--- config.mk ---
export PLATFORM = sky130hd
export DESIGN_NAME = btb_update_unit
export DESIGN_NICKNAME = d
export VERILOG_FILES = /design/src/rtl/btb_update_unit.sv
export SDC_FILE = /design/constraint.sdc
export NUM_CORES = 1
export LEC_CHECK = 0
export CAP_MARGIN = 20
export CORE_ASPECT_RATIO = 0.7
export CORE_MARGIN = 4
export CORE_UTILIZATION = 54
export CTS_CLUSTER_SIZE = 14
export DETAILED_ROUTE_END_ITERATION = 8
export PLACE_DENSITY = 0.79
export SLEW_MARGIN = 20
export SYNTH_ARGS = -nofsm -noshare
export SYNTH_HDL_FRONTEND = slang
export SYNTH_SLANG_ARGS = --single-unit
--- constraint.sdc ---
create_clock -name clk -period 10.5 [get_ports clk]
set_clock_uncertainty 0.2 [all_clocks]
set_input_delay 2.1 -clock clk [delete_from_list [all_inputs] [get_ports clk]]
set_output_delay 2.1 -clock clk [all_outputs]
set_load 0.02 [all_outputs]
--- src/rtl/btb_update_unit.sv ---
// btb_update_unit: tracks in-flight fetch predictions, resolves the oldest against execute,
// raises mispredict/redirect and drives the BTB write port.
module btb_update_unit #(
   parameter int DEPTH = 4,
   localparam int AW = $clog2(DEPTH)
) (
   input  logic          clk,
   input  logic          rst_n,
   input  logic          i_push_valid,
   input  logic [31:0]   i_push_pc,
   input  logic          i_push_pred_taken,
   input  logic [29:0]   i_push_pred_tgt,
   input  logic          i_resolve_valid,
   input  logic          i_resolve_is_br,
   input  logic          i_resolve_taken,
   input  logic [29:0]   i_resolve_tgt,
   output logic          o_btb_wen,
   output logic [1:0]    o_btb_wsel,
   output logic [27:0]   o_btb_tag,
   output logic [29:0]   o_btb_target,
   output logic          o_btb_active,
   output logic          o_mispredict,
   output logic [31:0]   o_redirect_pc,
   output logic          o_full,
   output logic          o_empty,
   output logic [AW:0]   o_count,
   output logic          o_overflow
);
   logic [29:0] r_pc   [DEPTH];
   logic        r_pt   [DEPTH];
   logic [29:0] r_ptgt [DEPTH];
   logic [AW:0] r_wp, r_rp;
   logic [29:0] w_hpc, w_htgt;
   logic        w_hpt, w_pop, w_push, w_mis_tk, w_mis_ev, w_mis, w_unused;

   assign w_unused = ^i_push_pc[1:0];
   assign o_empty  = r_wp == r_rp;
   assign o_full   = (r_wp[AW-1:0] == r_rp[AW-1:0]) && (r_wp[AW] != r_rp[AW]);
   assign o_count  = r_wp - r_rp;
   assign w_hpc    = r_pc[r_rp[AW-1:0]];
   assign w_hpt    = r_pt[r_rp[AW-1:0]];
   assign w_htgt   = r_ptgt[r_rp[AW-1:0]];
   assign w_pop    = i_resolve_valid & !o_empty;
   // Taken branch whose target was not (correctly) predicted installs; any other predicted-taken miss evicts.
   assign w_mis_tk = i_resolve_is_br & i_resolve_taken & (!w_hpt | (w_htgt != i_resolve_tgt));
   assign w_mis_ev = w_hpt & !(i_resolve_is_br & i_resolve_taken);
   assign w_mis    = w_pop & (w_mis_tk | w_mis_ev);
   // A push on a mispredict cycle is wrong-path and silently dropped.
   assign w_push   = i_push_valid & (!o_full | w_pop) & !w_mis;

   always_ff @(posedge clk) begin
      if (w_push) begin
         r_pc[r_wp[AW-1:0]]   <= i_push_pc[31:2];
         r_pt[r_wp[AW-1:0]]   <= i_push_pred_taken;
         r_ptgt[r_wp[AW-1:0]] <= i_push_pred_tgt;
      end
   end

   always_ff @(posedge clk or negedge rst_n) begin
      if (!rst_n) begin
         r_wp          <= '0;
         r_rp          <= '0;
         o_overflow    <= 1'b0;
         o_btb_wen     <= 1'b0;
         o_mispredict  <= 1'b0;
         o_btb_wsel    <= '0;
         o_btb_tag     <= '0;
         o_btb_target  <= '0;
         o_btb_active  <= 1'b0;
         o_redirect_pc <= '0;
      end else begin
         r_wp         <= r_wp + (AW+1)'(w_push);
         r_rp         <= w_mis ? r_wp : r_rp + (AW+1)'(w_pop);
         o_overflow   <= o_overflow | (i_push_valid & o_full & !w_pop);
         o_btb_wen    <= w_mis;
         o_mispredict <= w_mis;
         if (w_mis) begin
            o_btb_wsel    <= w_hpc[1:0];
            o_btb_tag     <= w_hpc[29:2];
            o_btb_target  <= w_mis_tk ? i_resolve_tgt : 30'd0;
            o_btb_active  <= w_mis_tk;
            o_redirect_pc <= w_mis_tk ? {i_resolve_tgt, 2'b00} : {w_hpc + 30'd1, 2'b00};
         end
      end
   end
endmodule

==> out/qor.tcl <==
set qor(clkSinkCount) 343
set qor(static-leakage-power_nw) 6.14
set qor(setup.worst_path.start) {i_resolve_tgt[0]}
set qor(place_inst) 1275
set qor(mappedNetlistArea_um2) 13900
set qor(p_sw_w) 0.00177
set qor(drt_wl_total_mm) 33.6
set qor(synth-edff-count) 244
set qor(setup.worst_path.end) {o_redirect_pc[15]$_DFFE_PN0N_}
set qor(drv_cap) 0
set qor(grt_max_degree) 78
set qor(final.setup.tns_ns) 0
set qor(layout_worst_path_cycle_share_pct) 57.6
set qor(ctsHoldBuffers) 0
set qor(cts_tree) {built}
set qor(die_w_um) 199
set qor(synth.yosys.seq_area_share_pct) 70.8
set qor(route.antenna.remaining_nets) 0
set qor(worst_skew_pair.late_latency_ns) 0.51
set qor(critPathRequiredTime_ns) 10.68
set qor(final_period_minus_worst_setup_slack_ns) 6.05
set qor(xor_xnor_cell_area_share_of_the_yosys_netlist_pct) 2.97
set qor(critPathArrivalTime_ns) 6.24
set qor(synth_top_cell_by_area) {edfxtp_1}
set qor(power_switching_share_pct) 33.4
set qor(timing.final.hold_violations) 0
set qor(top_cells_by_area_in_the_synthesized_netlist) {edfxtp_1, dfrtp_1, mux4_2, mux2_2, xnor2_1}
set qor(dominant_combinational_cell_family_by_area_after_synthesis) {multiplexers}
set qor(clock_power_share_pct) 22.9
set qor(critical-path-top-delay-family) {buffers and inverters}
set qor(actual_transition_at_the_worst_max_transition_pin_ns) 1.03
set qor(cts_buffers) 34
set qor(synth_fa_ha_area_share_pct) 0.777
set qor(worst-setup-path-type) {primary input to flop}
set qor(outcome) {finished, final reports clean}
set qor(critical_path.max_fanout) 77
set qor(grt_pass1_wl_mm) 50.7
set qor(portbufs) 195
set qor(initial_cell_density_of_the_core_pct) 55.6
set qor(die_h_um) 142
set qor(cp.depth) 9
set qor(stage_delay_of_the_slowest_cell_on_the_critical_path_ns) 0.85
set qor(setup.worst_path.end_class) {flop}
set qor(min_path_type) {flop to flop}
set qor(worstRegToRegCells) 10
set qor(synth_async_sr_flop_share_pct) 28.9
set qor(cellPowerDensity_nw_per_um2) 308
set qor(critical_path.n_buffers_inverters) 3
set qor(drv_slew) 0
set qor(synth-seq-cells) 343
set qor(hpwl_mm) 22.7
set qor(timing.critical_path.from_type) {primary input}
set qor(ys.warnings.count) 0
set qor(finalWeightedCongestion) 0.890
set qor(achievable-frequency_mhz) 165
set qor(cp_slowest_cell) {buf_4}
set qor(share_seq_of_total_power_pct) 39.1
set qor(synth.lib_cells_used.distinct) 51
set qor(worst_slew_margin_rel_pct) 31.5
set qor(share_of_final_layout_standard_cells_stronger_than_drive_strength_1_pct) 18.0
set qor(ctsHtreeMaxLevel) 2
set qor(power.ir.vdd_worst_uv) 145
set qor(max-clock-path-buffers) 3
set qor(setup.reg_to_reg.worst_slack_ns) 4.78
set qor(number_of_primary_i_o_pins) 200
set qor(synthDominantCellAreaShare_pct) 52.9
set qor(timing.rr.end) {o_redirect_pc[15]$_DFFE_PN0N_}
set qor(detailedRoute.firstPassIterationCount) 5
set qor(die-area_um2) 28300
set qor(ctsResizeCount) 0
set qor(std_cell_rows) 48
set qor(grt_setup_unrepaired) {no}
set qor(clock_edge_transition_at_the_registers_on_the_reported_setup_and_hold_paths_ns) 0.06
set qor(layout.nets) 1093
set qor(avgRoutedWirePerCell_um) 25.2
set qor(regToRegStartpoint) {r_rp[0]$_DFF_PN0_}
set qor(cts.repair_timing.setup_buffer_count) 0
set qor(finish.cell_count_without_fillers) 1337
set qor(drc_errors) 0
set qor(vias_in_the_first_global_route) 8205
set qor(syn_avg_cell_area_um2) 17.8
set qor(synth_mux_area_share_pct) 13.1
set qor(number_of_antenna_violations_at_the_first_check_in_global_routing) 2
set qor(synth-compound-area-share_pct) 6.24
set qor(cts_root_buffer) {clkbuf_16}
set qor(drt_first_iter_violations) 660
set qor(post_synth_and_or_nand_nor_area_fraction_pct) 3.79
set qor(worstPathCellList) {clkdlybuf4s50_1, xnor2_1, a2111oi_0, a21oi_1, or4_4, o31ai_4, buf_4, inv_2, o221a_2}
set qor(areaGrowthSynthToFinish_pct) 24.3
set qor(dominant_register_cell_in_the_synthesized_netlist) {edfxtp_1}
set qor(vias_per_cell) 6.02
set qor(p_int_w) 0.00353
set qor(grt-ovfl-total) 0
set qor(fill_cells) 1589
set qor(combPwrFrac_pct) 38.0
set qor(grt_util_all_layers_pct) 24.0
set qor(syn_inst) 780
set qor(core_area_um2) 24900
set qor(setup_violations) 0
set qor(via_count) 8052
## sequential cells by signal, summed over array words and instances, names as in the netlist
| name | flops |
|---|---|
| r_pc | 120 |
| r_wp | 3 |
| r_ptgt | 120 |
| o_btb_tag | 28 |
| o_btb_wsel | 2 |
| o_mispredict | 1 |
| r_rp | 3 |
| o_overflow | 1 |
| o_btb_target | 30 |
| r_pt | 4 |
| o_redirect_pc | 30 |
| o_btb_active | 1 |
## power groups by stage
| stage | clock network (W) | registers (W) | logic [W] |
|---|---|---|---|
| 5_1_grt | 0.00129 | 0.00211 | 0.00216 |
| 3_5_place_dp | 0 | 0.00210 | 0.00202 |
| 4_1_cts | 0.00123 | 0.00207 | 0.00203 |
| 3_3_place_gp | 0 | 0.00208 | 0.00199 |
| 6_report | 0.00121 | 0.00207 | 0.00202 |
| 2_1_floorplan | 0 | 0.00221 | 0.00113 |
## per-stage QoR
stage / utilization [%] / setup slack (ns) / power, W / hold WS, ns / cell area, µm²
after floorplan: - / 1.68 / 0.00334 / 0.282 / 13900
after global placement: 64.6 / 4.08 / 0.00407 / 0.265 / 16100
after detailed placement: 64.6 / 4.08 / 0.00412 / 0.284 / 16100
after CTS: 69.1 / 4.59 / 0.00533 / 0.301 / 17200
after global routing: 69.1 / 4.32 / 0.00556 / 0.308 / 17200
final: 69.1 / 4.45 / 0.00530 / 0.294 / 17200
## kinds of logic (layout without fill, tap and decap cells)
kind of cell,Yosys count,count (layout)
XOR/XNOR,47,47
adder cells (fa/ha/maj),8,8
other,1,3
buffers and inverters,63,293
multiplexers,110,110
flip-flops,343,343
AO/OA/AOI/OAI,102,102
AND/OR/NAND/NOR,106,106
## Yosys cell counts (4+ instances only)
cell type / count
a22o_1: 32
nor4_1: 4
o21ai_0: 14
a221o_1: 10
a21oi_1: 8
ha_1: 7
nand2_1: 25
xnor2_1: 39
nand4_1: 9
mux4_2: 54
nand3_1: 12
dfrtp_1: 99
o221a_2: 17
nor2_1: 22
buf_4: 9
mux2_2: 35
buf_2: 22
and2_1: 4
or3_1: 6
inv_1: 23
and3_1: 8
mux2i_1: 21
nor3_1: 10
edfxtp_1: 244
xor2_1: 8
## worst reg2reg max path, stage by stage (launching register included)
cell	delay, ns
dfrtp_4	0.84
buf_4	0.71
mux4_2	0.61
a22o_1	0.25
nor4_1	0.33
nand4_1	0.14
or4_4	0.59
o31ai_4	0.29
buf_4	0.85
inv_2	0.41
o221a_2	0.40
## routing by layer
layer,vias to the layer above,wire (µm),global-route usage (%)
met5,-,13,0
met4,2,674,5.86
met3,55,3380,6.41
met2,392,15300,36.4
met1,4099,14300,35.5
li1,3504,-,-
## placed cells by master (no fill, tap or decap), types with 3 or more instances in the layout
cell type and instances:
mux2_2 35, nor3_2 4, nand2_1 25, a21oi_1 8
o221a_2 17, o22ai_1 3, mux2i_1 21, dfrtp_1 97
clkinv_2 8, nor2_1 22, clkbuf_16 35, or3_1 6
nor3_1 6, and3_1 8, o21ai_0 14, clkbuf_1 11
nor4_1 4, a221o_1 10, edfxtp_1 244, ha_1 7
a221oi_1 3, nand3_1 12, xnor2_1 39, clkdlybuf4s50_1 194
and2_1 4, a22o_1 32, mux4_2 54, nand4_1 9
buf_4 14, inv_1 23, bufinv_16 4, xor2_1 8
## how the worst min path moves through the flow
stage	start	to	slack [ns]	depth (start not counted)
after floorplan	r_wp[2]$_DFF_PN0_	r_wp[2]$_DFF_PN0_	0.28	1
after global placement	o_overflow$_DFF_PN0_	o_overflow$_DFF_PN0_	0.27	1
after detailed placement	o_overflow$_DFF_PN0_	o_overflow$_DFF_PN0_	0.28	1
after CTS	o_overflow$_DFF_PN0_	o_overflow$_DFF_PN0_	0.30	1
after global routing	o_overflow$_DFF_PN0_	o_overflow$_DFF_PN0_	0.31	1
final	o_overflow$_DFF_PN0_	o_overflow$_DFF_PN0_	0.29	1
## cell type report
type	count	area [µm²]	share of cell area [%]
Sequential cell	343	9810	57.0
Tap cell	325	407	2.36
Clock buffer	47	931	5.41
Multi-Input combinational cell	375	3760	21.8
Timing Repair Buffer	208	2050	11.9
Inverter	24	90.1	0.523
Clock inverter	14	178	1.03
Antenna cell	1	2.50	0.0145
No activity file was read; power rests on OpenSTA's default activity.
